<file path="src/rtl/rvlab_mmcm_drp_seq_if.sv">
`default_nettype none
// ============================================================================
//  Module   : rvlab_mmcm_drp_seq_if
//  Brief    : Request/response, MMCM DRP and MMCM reset/lock bundle used by
//             the CLKOUT0 divide sequencer.
//  Revision : 1.0 - initial release
// ============================================================================
interface rvlab_mmcm_drp_seq_if;
    logic        req_valid_i;
    logic        req_ready_o;
    logic [7:0]  req_div_i;
    logic        resp_valid_o;
    logic [1:0]  resp_status_o;
    logic        busy_o;
    logic        drp_en_o;
    logic        drp_we_o;
    logic [6:0]  drp_adr_o;
    logic [15:0] drp_di_o;
    logic        drp_rdy_i;
    logic [15:0] drp_do_i;
    logic        mmcm_rst_o;
    logic        mmcm_locked_i;

    // Sequencer side
    modport slave (
        input  req_valid_i, req_div_i, drp_rdy_i, drp_do_i, mmcm_locked_i,
        output req_ready_o, resp_valid_o, resp_status_o, busy_o,
               drp_en_o, drp_we_o, drp_adr_o, drp_di_o, mmcm_rst_o
    );

    // Register front end plus MMCM side
    modport master (
        output req_valid_i, req_div_i, drp_rdy_i, drp_do_i, mmcm_locked_i,
        input  req_ready_o, resp_valid_o, resp_status_o, busy_o,
               drp_en_o, drp_we_o, drp_adr_o, drp_di_o, mmcm_rst_o
    );
endinterface
`default_nettype wire

</file>
<file path="src/rtl/rvlab_mmcm_drp_seq.sv">
`default_nettype none
// ============================================================================
//  Module   : rvlab_mmcm_drp_seq
//  Brief    : Runtime CLKOUT0 divide change for the system MMCM. Holds the
//             MMCM in reset, read-modify-writes ClkReg1/ClkReg2 over DRP,
//             releases reset, waits for lock and reports a status code.
//  Revision : 1.0 - initial release
// ============================================================================
module rvlab_mmcm_drp_seq #(
    parameter int DIV_MIN        = 6,
    parameter int DIV_MAX        = 128,
    parameter int DRDY_TIMEOUT   = 64,
    parameter int LOCK_TIMEOUT   = 65535,
    parameter int RST_MIN_CYCLES = 16
) (
    input  logic                    clk_i,
    input  logic                    rst_ni,
    rvlab_mmcm_drp_seq_if.slave     bus
);
    localparam int c_DCNT_W = $clog2(DRDY_TIMEOUT + 1) + 1;
    localparam int c_RCNT_W = $clog2(RST_MIN_CYCLES + 1) + 1;
    localparam int c_LCNT_W = $clog2(LOCK_TIMEOUT + 1) + 1;
    localparam logic [c_DCNT_W-1:0] c_DRDY_TO   = c_DCNT_W'(DRDY_TIMEOUT);
    localparam logic [c_RCNT_W-1:0] c_RST_MIN   = c_RCNT_W'(RST_MIN_CYCLES);
    localparam logic [c_LCNT_W-1:0] c_LOCK_TO   = c_LCNT_W'(LOCK_TIMEOUT);
    localparam logic [c_LCNT_W-1:0] c_LOCK_SKIP = c_LCNT_W'(4);
    localparam logic [1:0] c_ST_OK = 2'b00, c_ST_BAD = 2'b01,
                           c_ST_DRP = 2'b10, c_ST_LOCK = 2'b11;

    typedef enum logic [3:0] {
        S_IDLE = 4'd0, S_ASSERT_RST = 4'd1, S_RD1 = 4'd2, S_WT_RD1 = 4'd3,
        S_WR1 = 4'd4, S_WT_WR1 = 4'd5, S_RD2 = 4'd6, S_WT_RD2 = 4'd7,
        S_WR2 = 4'd8, S_WT_WR2 = 4'd9, S_HOLD = 4'd10, S_RELEASE = 4'd11,
        S_WAIT_LOCK = 4'd12, S_RESP = 4'd13
    } state_t;

    state_t              r_state, w_state_nxt;
    logic [7:0]          r_div, w_div_nxt;
    logic [5:0]          r_rd_hi, w_rd_hi_nxt;   // preserved readback bits [15:10]
    logic [1:0]          r_code, w_code_nxt;
    logic [c_DCNT_W-1:0] r_drp_cnt;
    logic [c_RCNT_W-1:0] r_rst_cnt;
    logic [c_LCNT_W-1:0] r_lock_cnt;
    logic                r_lock_meta, r_lock_sync;
    logic                r_req_ready, r_busy, r_resp_valid, r_mmcm_rst;
    logic [1:0]          r_resp_status;
    logic                r_drp_en, r_drp_we;
    logic [6:0]          r_drp_adr;
    logic [15:0]         r_drp_di;
    logic                w_en_nxt, w_we_nxt, w_rst_nxt, w_idle_nxt;
    logic [6:0]          w_adr_nxt;
    logic [15:0]         w_di_nxt;
    logic [6:0]          w_high, w_low;

    // Divider fields; d=128 wraps to 0/0 in the 6-bit register fields
    assign w_high = r_div[7:1];
    assign w_low  = 7'(r_div - {1'b0, r_div[7:1]});

    // Next-state logic and next values of the registered outputs
    always_comb begin
        w_state_nxt = r_state;
        w_div_nxt   = r_div;
        w_rd_hi_nxt = r_rd_hi;
        w_code_nxt  = r_code;
        unique case (r_state)
            S_IDLE: if (bus.req_valid_i && r_req_ready) begin
                w_div_nxt = bus.req_div_i;
                if ((bus.req_div_i < 8'(DIV_MIN)) || (bus.req_div_i > 8'(DIV_MAX))) begin
                    w_code_nxt  = c_ST_BAD;
                    w_state_nxt = S_RESP;
                end else begin
                    w_code_nxt  = c_ST_OK;
                    w_state_nxt = S_ASSERT_RST;
                end
            end
            S_ASSERT_RST: w_state_nxt = S_RD1;
            S_RD1:        w_state_nxt = S_WT_RD1;
            S_WR1:        w_state_nxt = S_WT_WR1;
            S_RD2:        w_state_nxt = S_WT_RD2;
            S_WR2:        w_state_nxt = S_WT_WR2;
            S_WT_RD1, S_WT_WR1, S_WT_RD2, S_WT_WR2: begin
                if (bus.drp_rdy_i) begin
                    if (r_state == S_WT_RD1 || r_state == S_WT_RD2)
                        w_rd_hi_nxt = bus.drp_do_i[15:10];
                    unique case (r_state)
                        S_WT_RD1: w_state_nxt = S_WR1;
                        S_WT_WR1: w_state_nxt = S_RD2;
                        S_WT_RD2: w_state_nxt = S_WR2;
                        default:  w_state_nxt = S_HOLD;
                    endcase
                end else if (r_drp_cnt >= c_DRDY_TO) begin
                    w_code_nxt  = c_ST_DRP;
                    w_state_nxt = S_RELEASE;
                end
            end
            S_HOLD:    if (r_rst_cnt >= c_RST_MIN) w_state_nxt = S_RELEASE;
            S_RELEASE: w_state_nxt = (r_code == c_ST_DRP) ? S_RESP : S_WAIT_LOCK;
            S_WAIT_LOCK: begin
                if (r_lock_cnt >= c_LOCK_SKIP && r_lock_sync) begin
                    w_code_nxt  = c_ST_OK;
                    w_state_nxt = S_RESP;
                end else if (r_lock_cnt >= c_LOCK_TO) begin
                    w_code_nxt  = c_ST_LOCK;
                    w_state_nxt = S_RESP;
                end
            end
            S_RESP:  w_state_nxt = S_IDLE;
            default: w_state_nxt = S_IDLE;
        endcase

        w_en_nxt  = w_state_nxt inside {S_RD1, S_WR1, S_RD2, S_WR2};
        w_we_nxt  = w_state_nxt inside {S_WR1, S_WR2};
        w_rst_nxt = w_state_nxt inside {S_ASSERT_RST, S_RD1, S_WT_RD1, S_WR1, S_WT_WR1,
                                        S_RD2, S_WT_RD2, S_WR2, S_WT_WR2, S_HOLD};
        w_adr_nxt = 7'h00;
        w_di_nxt  = 16'h0000;
        if (w_state_nxt inside {S_RD1, S_WR1}) w_adr_nxt = 7'h08;
        if (w_state_nxt inside {S_RD2, S_WR2}) w_adr_nxt = 7'h09;
        if (w_state_nxt == S_WR1) w_di_nxt = {w_rd_hi_nxt[5:2], w_high[5:0], w_low[5:0]};
        if (w_state_nxt == S_WR2) w_di_nxt = {w_rd_hi_nxt, 2'b00, r_div[0], 1'b0, 6'b000000};
        // The response cycle itself still counts as busy
        w_idle_nxt = (w_state_nxt == S_IDLE) && (r_state != S_RESP);
    end

    // FSM state register
    always_ff @(posedge clk_i or negedge rst_ni) begin
        if (!rst_ni) r_state <= S_IDLE;
        else         r_state <= w_state_nxt;
    end

    // Request latch, readback capture, status code and registered outputs
    always_ff @(posedge clk_i or negedge rst_ni) begin
        if (!rst_ni) begin
            r_div <= '0; r_rd_hi <= '0; r_code <= '0;
            r_req_ready <= 1'b1; r_busy <= 1'b0;
            r_resp_valid <= 1'b0; r_resp_status <= 2'b00;
            r_drp_en <= 1'b0; r_drp_we <= 1'b0; r_drp_adr <= '0; r_drp_di <= '0;
            r_mmcm_rst <= 1'b0;
        end else begin
            r_div <= w_div_nxt; r_rd_hi <= w_rd_hi_nxt; r_code <= w_code_nxt;
            r_req_ready  <= w_idle_nxt;
            r_busy       <= !w_idle_nxt;
            r_resp_valid <= (r_state == S_RESP);
            if (r_state == S_RESP) r_resp_status <= r_code;
            r_drp_en <= w_en_nxt; r_drp_we <= w_we_nxt;
            r_drp_adr <= w_adr_nxt; r_drp_di <= w_di_nxt;
            r_mmcm_rst <= w_rst_nxt;
        end
    end

    // DRP ready timer, reset-hold counter and post-release lock timer
    always_ff @(posedge clk_i or negedge rst_ni) begin
        if (!rst_ni) begin
            r_drp_cnt <= '0; r_rst_cnt <= '0; r_lock_cnt <= '0;
        end else begin
            if (r_state inside {S_RD1, S_WR1, S_RD2, S_WR2})
                r_drp_cnt <= c_DCNT_W'(1);
            else if (r_state inside {S_WT_RD1, S_WT_WR1, S_WT_RD2, S_WT_WR2} && r_drp_cnt < c_DRDY_TO)
                r_drp_cnt <= r_drp_cnt + 1'b1;
            if (w_state_nxt == S_ASSERT_RST)
                r_rst_cnt <= c_RCNT_W'(1);
            else if (r_mmcm_rst && r_rst_cnt < c_RST_MIN)
                r_rst_cnt <= r_rst_cnt + 1'b1;
            if (r_state == S_RELEASE)
                r_lock_cnt <= '0;
            else if (r_state == S_WAIT_LOCK && r_lock_cnt < c_LOCK_TO)
                r_lock_cnt <= r_lock_cnt + 1'b1;
        end
    end

    // Two-flop synchronizer for the asynchronous LOCKED pin
    always_ff @(posedge clk_i or negedge rst_ni) begin
        if (!rst_ni) begin
            r_lock_meta <= 1'b0; r_lock_sync <= 1'b0;
        end else begin
            r_lock_meta <= bus.mmcm_locked_i; r_lock_sync <= r_lock_meta;
        end
    end

    assign bus.req_ready_o   = r_req_ready;
    assign bus.busy_o        = r_busy;
    assign bus.resp_valid_o  = r_resp_valid;
    assign bus.resp_status_o = r_resp_status;
    assign bus.drp_en_o      = r_drp_en;
    assign bus.drp_we_o      = r_drp_we;
    assign bus.drp_adr_o     = r_drp_adr;
    assign bus.drp_di_o      = r_drp_di;
    assign bus.mmcm_rst_o    = r_mmcm_rst;
endmodule
`default_nettype wire

</file>
<file path="src/flat_wrapper.sv">
// flat-port wrapper written by rule: the top's interface ports become plain ports
module rvlab_mmcm_drp_seq_flat 
#(
    parameter int DIV_MIN        = 6,
    parameter int DIV_MAX        = 128,
    parameter int DRDY_TIMEOUT   = 64,
    parameter int LOCK_TIMEOUT   = 65535,
    parameter int RST_MIN_CYCLES = 16
)
  (clk_i, rst_ni, bus_req_valid_i, bus_req_div_i, bus_drp_rdy_i, bus_drp_do_i, bus_mmcm_locked_i, bus_req_ready_o, bus_resp_valid_o, bus_resp_status_o, bus_busy_o, bus_drp_en_o, bus_drp_we_o, bus_drp_adr_o, bus_drp_di_o, bus_mmcm_rst_o);
  rvlab_mmcm_drp_seq_if bus_i ();
  input  logic clk_i;
  input  logic rst_ni;
  input wire logic [$bits(bus_i.req_valid_i)-1:0] bus_req_valid_i;
  input wire logic [$bits(bus_i.req_div_i)-1:0] bus_req_div_i;
  input wire logic [$bits(bus_i.drp_rdy_i)-1:0] bus_drp_rdy_i;
  input wire logic [$bits(bus_i.drp_do_i)-1:0] bus_drp_do_i;
  input wire logic [$bits(bus_i.mmcm_locked_i)-1:0] bus_mmcm_locked_i;
  output wire logic [$bits(bus_i.req_ready_o)-1:0] bus_req_ready_o;
  output wire logic [$bits(bus_i.resp_valid_o)-1:0] bus_resp_valid_o;
  output wire logic [$bits(bus_i.resp_status_o)-1:0] bus_resp_status_o;
  output wire logic [$bits(bus_i.busy_o)-1:0] bus_busy_o;
  output wire logic [$bits(bus_i.drp_en_o)-1:0] bus_drp_en_o;
  output wire logic [$bits(bus_i.drp_we_o)-1:0] bus_drp_we_o;
  output wire logic [$bits(bus_i.drp_adr_o)-1:0] bus_drp_adr_o;
  output wire logic [$bits(bus_i.drp_di_o)-1:0] bus_drp_di_o;
  output wire logic [$bits(bus_i.mmcm_rst_o)-1:0] bus_mmcm_rst_o;
  assign bus_i.req_valid_i = bus_req_valid_i;
  assign bus_i.req_div_i = bus_req_div_i;
  assign bus_i.drp_rdy_i = bus_drp_rdy_i;
  assign bus_i.drp_do_i = bus_drp_do_i;
  assign bus_i.mmcm_locked_i = bus_mmcm_locked_i;
  assign bus_req_ready_o = bus_i.req_ready_o;
  assign bus_resp_valid_o = bus_i.resp_valid_o;
  assign bus_resp_status_o = bus_i.resp_status_o;
  assign bus_busy_o = bus_i.busy_o;
  assign bus_drp_en_o = bus_i.drp_en_o;
  assign bus_drp_we_o = bus_i.drp_we_o;
  assign bus_drp_adr_o = bus_i.drp_adr_o;
  assign bus_drp_di_o = bus_i.drp_di_o;
  assign bus_mmcm_rst_o = bus_i.mmcm_rst_o;
  rvlab_mmcm_drp_seq #(.DIV_MIN(DIV_MIN), .DIV_MAX(DIV_MAX), .DRDY_TIMEOUT(DRDY_TIMEOUT), .LOCK_TIMEOUT(LOCK_TIMEOUT), .RST_MIN_CYCLES(RST_MIN_CYCLES)) u_core (.clk_i(clk_i), .rst_ni(rst_ni), .bus(bus_i));
endmodule
</file>
<file path="config.mk">
export PLATFORM = sky130hd
export DESIGN_NAME = rvlab_mmcm_drp_seq_flat
export DESIGN_NICKNAME = d
export VERILOG_FILES = /design/src/rtl/rvlab_mmcm_drp_seq_if.sv /design/src/rtl/rvlab_mmcm_drp_seq.sv /design/src/flat_wrapper.sv
export SDC_FILE = /design/constraint.sdc
export NUM_CORES = 1
export LEC_CHECK = 0
export ABC_AREA = 1
export BUFFER_PORTS_ARGS = -buffer_cell sky130_fd_sc_hd__buf_2
export CORE_MARGIN = 3
export CORE_UTILIZATION = 56
export DETAILED_ROUTE_END_ITERATION = 7
export GPL_ROUTABILITY_DRIVEN = 0
export PLACE_DENSITY = 0.85
export SETUP_SLACK_MARGIN = 0.02
export SYNTH_ARGS = -nofsm -noshare
export SYNTH_HDL_FRONTEND = slang
export SYNTH_SLANG_ARGS = --single-unit
</file>
<file path="constraint.sdc">
create_clock -name clk_i -period 2.91 [get_ports clk_i]
set_input_delay 0.291 -clock clk_i [delete_from_list [all_inputs] [get_ports clk_i]]
set_output_delay 0.291 -clock clk_i [all_outputs]
set_load 0.005 [all_outputs]
</file>
==> summary.txt, run 1 <==
Timing
  • Final setup skew: between 0.006 and 0.007 ns
  • Slew HR: 0.644
  • Max Slew Vio Count: 0
  • Final period util: 0.825
  • Slack of the critical path: 0.510 ns
  • Fmax: 417 MHz
  • Final hold slack: ~0.066 ns
  • Period minus WS final: approximately 2.4 ns
  • Finish-stage setup viols: 0
  • RSZ-0062 raised after global routing: false
  • Endpoints failing hold: 0
  • Setup tns final: 0 ns
  • Slew @ Worst Pin: between 0.5 and 0.6 ns

Logic synthesis
  • Synth area leaders: dfrtp_1 (48%), nand2_1 (8.9%), inv_1 (6.8%)
  • Syn_area_per_cell: 8.20 um^2
  • Ys async rst share: 1.00
  • Yosys warns: 0
  • Post-synth top cells: nand2_1 (90), dfrtp_1 (72), inv_1 (68)
  • Ys flop type: dfrtp_1
  • Number of flops mapped to enable cells by yosys: 0
  • Post-Syn Instances: ~460
  • Synth Cell Area: ~0.0038 mm^2
  • Share of the synthesized area in the top cell type: 0.477
  • Yosys top cell by area: dfrtp_1
  • Top-count cell post-synth: nand2_1
  • Post-synthesis sequential area ratio: 0.484
  • Post-synthesis cell type count: 39
  • Flops & latches, synth: 73

Die
  • Die height: ~88 um
  • Initial Util: 0.585
  • Cell row count: 29
  • Die X: slightly below 90 um
  • Die area: around 0.0078 mm^2
  • CORE AREA: between 0.006 and 0.007 mm^2
  • Number of I/O pins: 60

Power
  • Pwr per Cell Area: between 900 and 1000 mW/mm^2
  • Worst IR Drop VDD: between 0.6 and 0.7 mV
  • Leak pwr: 2.30 nW
  • Total power draw: approximately 4.3 mW

Drt
  • Vias: roughly 3,200
  • Post-route ant nets: 0
  • Post-DR vias/cell: approximately 5.4
  • DRT Pass-1 Iters: 5
  • Routed wire length: between 7000 and 8000 um
  • DRC: 0
  • Starting DRT DRC Count: 249
  • Average wire per cell in the routed design: 12.9 um

Critical path
  • Worst Setup End Kind: register
  • WS Path Type: reg -> reg
  • WP data required: ~3.1 ns
  • Crit-path max FO: 10
  • CP Data Arrival Time: 2.63 ns
  • Startpoint Class: register

Outcome
  • Outcome: finished clean

Placement
  • Final HPWL DP: between 5000 and 6000 um
  • Area after DPL: just over 0.004 mm^2
  • DP Cell Count: 580
  • Pre-CTS setup slack: approximately 0.51 ns
  • IO buf count: 44

Clocking
  • # resized after CTS: 0
  • Clock latency on the worst-skew pair: approximately 0.34 ns
  • Cts bufs inserted: 9
  • Clock sinks: 73
  • Clk slew on worst S/H paths: 0.08 ns
  • CTS tree: done
  • CTS max path bufs: 2
  • CTS root buffer: clkbuf_8
  • H-tree depth: 3

Hold path
  • Hold/Removal Path Class: in -> reg

Finish
  • Final instance area: around 0.0043 mm^2
  • Area Growth Syn to Fin: 14.0%
  • Cell Count, Final, Fillers Out: roughly 600
  • Post-layout util: 0.667
  • Share of cells above drive strength 1: 0.177
  • Nets: 555
  • N_diodes: 0

GRT
  • Global Route Usage Sum: 0.225
  • Largest net degree at the start of global routing: 30
  • Congestion Overflow GR: 0
  • Initial antenna violation count: 0
  • Number of global-route vias before repair: around 3,200
  • First-pass GRT wire length: between 10,000 and 15,000 um

Run
  • Max_cap viols: 0
[layout make-up]
class / count / area, um^2
clock buffer: 11 / 141
clock inverter: 5 / 78.8
fill: 505 / 2150
inverter: 75 / 289
multi-input combinational: 308 / 1620
sequential: 73 / 1830
tap: 77 / 96.3
timing repair buffer: 48 / 253
[routing by layer]
metal,vias to the layer above,GRT usage,part of all wire
met1,1511,0.282,0.43
li1,1579,-,-
met5,-,0,0
met4,0,0.0893,0.019
met3,24,0.0555,0.053
met2,97,0.377,0.49
[worst paths after layout]
path / startpoint / end / slack [ns] / cells past startpoint
max: u_core.r_lock_cnt[1] / u_core.r_rst_cnt[5] / 0.51 / 15
min: bus_mmcm_locked_i / u_core.r_lock_meta / 0.07 / 1
max reg2reg: u_core.r_lock_cnt[1] / u_core.r_rst_cnt[5] / 0.51 / 15
min reg2reg: u_core.r_lock_meta / u_core.r_lock_sync / 0.35 / 0
max in group asynchronous: rst_ni / u_core.bus.req_ready_o / 1.63 / 3
min in group asynchronous: rst_ni / u_core.r_drp_cnt[1] / 0.46 / 2
[cell families after synthesis]
logic type | count (synthesis) | share of synthesized area
adders and majority gates | 11 | 0.0384
DFF | 73 | 0.484
other | 1 | 0.000992
AOI/OAI and AO/OA | 62 | 0.0894
and+or+nand+nor | 222 | 0.277
buffers and inverters | 84 | 0.0914
xor gates and xnor gates | 8 | 0.0185
[flip-flops by register name (all words and copies together) (netlist names)]
name                      flops
u_core.bus.busy_o             1
u_core.bus.drp_adr_o          2
u_core.bus.drp_di_o          16
u_core.bus.drp_we_o           1
u_core.bus.mmcm_rst_o         1
u_core.bus.req_ready_o        1
u_core.bus.resp_status_o      2
u_core.bus.resp_valid_o       1
u_core.r_code                 2
u_core.r_div                  7
u_core.r_drp_cnt              8
u_core.r_lock_cnt            17
u_core.r_lock_meta            1
u_core.r_lock_sync            1
u_core.r_rd_hi                2
u_core.r_rst_cnt              6
u_core.r_state                4
[worst max-delay path, stage by stage, from the launching register on]
cell	delay, ns
dfrtp_1	0.37
ha_1	0.22
nand3_1	0.12
nor2_1	0.20
nand2_1	0.08
nor2_1	0.13
inv_1	0.07
nor3_1	0.15
ha_1	0.18
inv_1	0.04
nand3_1	0.10
o21bai_1	0.08
nand2_2	0.10
nand2_4	0.12
nor3_4	0.26
nor2_1	0.07
[cell usage in the layout, fill, tap and decap left out, drive strengths merged]
cell type,instances
clkinv,3
nor4,2
nand2,96
a31oi,4
o21bai,1
fa,1
inv,75
nand3b,2
ha,10
nor2,64
o31ai,2
xor2,4
a32o,1
nor3b,1
o21ai,30
clkbuf,11
dlygate4sd3,1
nand3,33
o211ai,1
a21oi,21
buf,47
bufinv,2
xnor2,4
dfstp,1
o22ai,1
nand4,11
conb,5
o21a,1
nor3,13
dfrtp,72
[where the power goes]
| part | total, mW | leakage [nW] | internal [mW] | switching [mW] |
|---|---|---|---|---|
| Clock | 0.871 | 0.113 | 0.505 | 0.366 |
| Sequential | 1.46 | 0.964 | 1.28 | 0.179 |
| Combinational | 1.95 | 1.23 | 0.668 | 1.28 |
| Total | 4.28 | 2.30 | 2.45 | 1.83 |
[what timing repair did]
item                                   CTS  global route
endpoints found under the hold margin   23             0
setup buffers                            0             0
hold buffers                             1             0
Note: power is estimated with default switching activity, not from simulation.
==> inputs of run 2 (changes only) <==
Settings changed: CORE_UTILIZATION 56 to 51, PLACE_DENSITY 0.85 to 0.82.
Clock period 2.91 ns to 2.01 ns, I/O delays scaled along.
==> summary.txt, run 2 (same netlist as run 1, synthesis figures left out) <==
Drt
  • Average wire per cell in the routed design: 13.9 um (+7.7%)
  • Starting DRT DRC Count: 257 (+3.2%)
  • DRC: 0 (unchanged)
  • Post-route ant nets: 0 (unchanged)
  • Vias: 3,477 (+8.3%)
  • DRT Pass-1 Iters: 5 (unchanged)
  • Routed wire length: 9180 um (+19%)
  • Post-DR vias/cell: 5.28 (-1.9%)

Timing
  • Final hold slack: 0.0533 ns (-0.0131 ns)
  • Final setup skew: 0.00755 ns (+0.000744 ns)
  • Slew @ Worst Pin: 0.560 ns (+0.0260 ns)
  • RSZ-0062 raised after global routing: true
  • Final period util: 1.13 (+0.302)
  • Period minus WS final: 2.26 ns (-0.136 ns)
  • Slack of the critical path: -0.254 ns (-0.764 ns)
  • Fmax: 442 MHz (+6.0%)
  • Endpoints failing hold: 0 (unchanged)
  • Finish-stage setup viols: 26 (+26)
  • Slew HR: 0.627 (-0.0173)
  • Max Slew Vio Count: 0 (unchanged)

Finish
  • Commonest non-fill, non-tap cell in the layout: nand2_1
  • Largest Register: u_core.r_lock_cnt
  • Nets: 598 (+7.7%)
  • Share of cells above drive strength 1: 0.286 (+0.109)
  • Max FFs per register: 17 (unchanged)
  • Commonest non-fill, non-tap cells in the layout: nand2_1 (89), dfrtp_1 (71), inv_1 (66), buf_2 (44), nor2_1 (43)
  • Area Growth Syn to Fin: 26.4%
  • Cell Count, Final, Fillers Out: 659 (+10%)
  • N_diodes: 0 (unchanged)

Hold path
  • Hold/Removal Path Class: in -> reg
  • Hold Path Stages: 3 (+2)
  • Hold_sp: bus_drp_do_i[12]

Die
  • Number of I/O pins: 60 (unchanged)
  • CORE AREA: 0.00698 mm^2 (+8.1%)
  • Die X: 92.1 um (+4.5%)
  • Die area: 0.00848 mm^2 (+9.1%)
  • Die height: 92.1 um (+4.5%)
  • Cell row count: 30 (+3.4%)
  • Initial Util: 0.541 (-0.0438)

Power
  • Leak pwr: 2.52 nW (+9.3%)
  • Worst IR Drop VDD: 0.919 mV (+34%)
  • Pwr per Cell Area: 1390 mW/mm^2 (+40%)

Clocking
  • Cts bufs inserted: 9 (unchanged)
  • CTS tree: done
  • H-tree depth: 3 (unchanged)
  • Clock latency on the worst-skew pair: 0.35 ns (about the same)
  • Clock sinks: 73 (unchanged)
  • CTS max path bufs: 2 (unchanged)
  • CTS root buffer: clkbuf_8
  • Clk slew on worst S/H paths: 0.08 ns (about the same)

GRT
  • Number of global-route vias before repair: 3,512 (+10%)
  • Initial antenna violation count: 0 (unchanged)
  • Congestion Overflow GR: 0 (unchanged)
  • First-pass GRT wire length: 15,500 um (+13%)
  • Global Route Usage Sum: 0.227 (+0.00204)
  • GR Layer Usage met1: 0.268 (-0.0140)
  • Met3 Use GR: 0.0451 (-0.0104)
  • Met2 usage: 0.400 (+0.0229)
  • Largest net degree at the start of global routing: 45 (+50%)
  • GR peak layer: met2

Placement
  • IO buf count: 44 (unchanged)
  • DP Cell Count: 625 (+7.8%)
  • Final HPWL DP: 6290 um (+8.0%)

Critical path
  • CP Data Arrival Time: 2.51 ns (-0.12 ns)
  • Crit-path max FO: 4 (-6)
  • Worst r2r path cells: 16 (+1)
  • Setup crit start: u_core.r_lock_cnt[1]
  • WS Path Type: reg -> reg
  • Worst Setup End Kind: register
  • Worst R2R Start: u_core.r_lock_cnt[1]
  • WP data required: 2.25 ns (-0.89 ns)
  • Startpoint Class: register

Run
  • Max_cap viols: 0 (unchanged)

Outcome
  • Outcome: finished with violations
  • Failing checks: negative setup slack
-- run 2: changes by cell type in the layout (fill, tap and decap cells not counted), sizes merged --
| cell | change |
|---|---|
| clkinv | -3 |
| clkinvlp | +1 |
| buf | +40 |
| clkbuf | +3 |
| bufinv | -1 |
| dlygate4sd3 | +1 |
| nand2 | +2 |
-- run 2: cell type report --
| cell class | count | area [um^2] |
|---|---|---|
| sequential | 73 | 1830 |
| fill | 530 | 2210 |
| tap | 96 | 120 |
| clock buffer | 14 | 173 |
| clock inverter | 2 | 37.5 |
| timing repair buffer | 89 | 571 |
| inverter | 75 | 289 |
| multi-input combinational | 310 | 1760 |
-- run 2: per-layer routing --
metal	wire length, um	vias to the layer above
li1	-	1669
met1	3710	1653
met2	4670	123
met3	513	32
met4	291	0
met5	0	-
-- run 2: final timing paths --
check                                          end  slack (ns)
hold / removal             u_core.bus.drp_di_o[12]        0.05
setup / recovery                  u_core.r_code[0]       -0.25
max in group asynchronous        u_core.r_state[3]        1.12
hold reg to reg                 u_core.r_lock_sync        0.35
min in group asynchronous   u_core.bus.drp_di_o[5]        0.41
setup reg to reg                  u_core.r_code[0]       -0.25
-- run 2: through the flow --
step | power (mW) | setup TNS, ns | cell area, um^2 | worst slack, ns | utilization
6_report | 6.63 | -5.03 | 4770 | -0.254 | 0.684
5_1_grt | 7.15 | -7.62 | 4770 | -0.365 | 0.684
4_1_cts | 6.44 | -2.51 | 4680 | -0.127 | 0.670
3_5_place_dp | 5.03 | -2.02 | 4310 | -0.156 | 0.618
3_3_place_gp | 4.88 | -0.817 | 4310 | -0.0767 | 0.618
2_1_floorplan | 4.23 | 0 | 3810 | 0.0133 | -
-- run 2: report_power, final --
part / internal (mW) / leakage [nW] / switching (mW)
Combinational: 1.17 / 1.45 / 2.15
Clock: 0.677 / 0.103 / 0.519
Sequential: 1.85 / 0.963 / 0.260
Total: 3.70 / 2.52 / 2.93
-- run 2: critical path: stages (launching register included) --
cell and delay [ns]:
dfrtp_1 0.38, ha_2 0.19, nand3_2 0.09, nor2_2 0.11
nand2_1 0.09, nor2_2 0.15, inv_2 0.06, nor3_2 0.12
ha_2 0.20, inv_2 0.04, nand3_4 0.07, buf_4 0.11
buf_6 0.09, nor2_4 0.03, nor2_4 0.15, nor2_2 0.06
a31oi_1 0.21
-- run 2: repair_timing --
item                                   CTS  global route
pin swaps                                2             8
gates cloned                             2             0
endpoints found under the hold margin   73             0
hold buffers                             2             0
buffers inserted                        11             3
setup endpoints to repair               26            32
resized for setup                       12            20
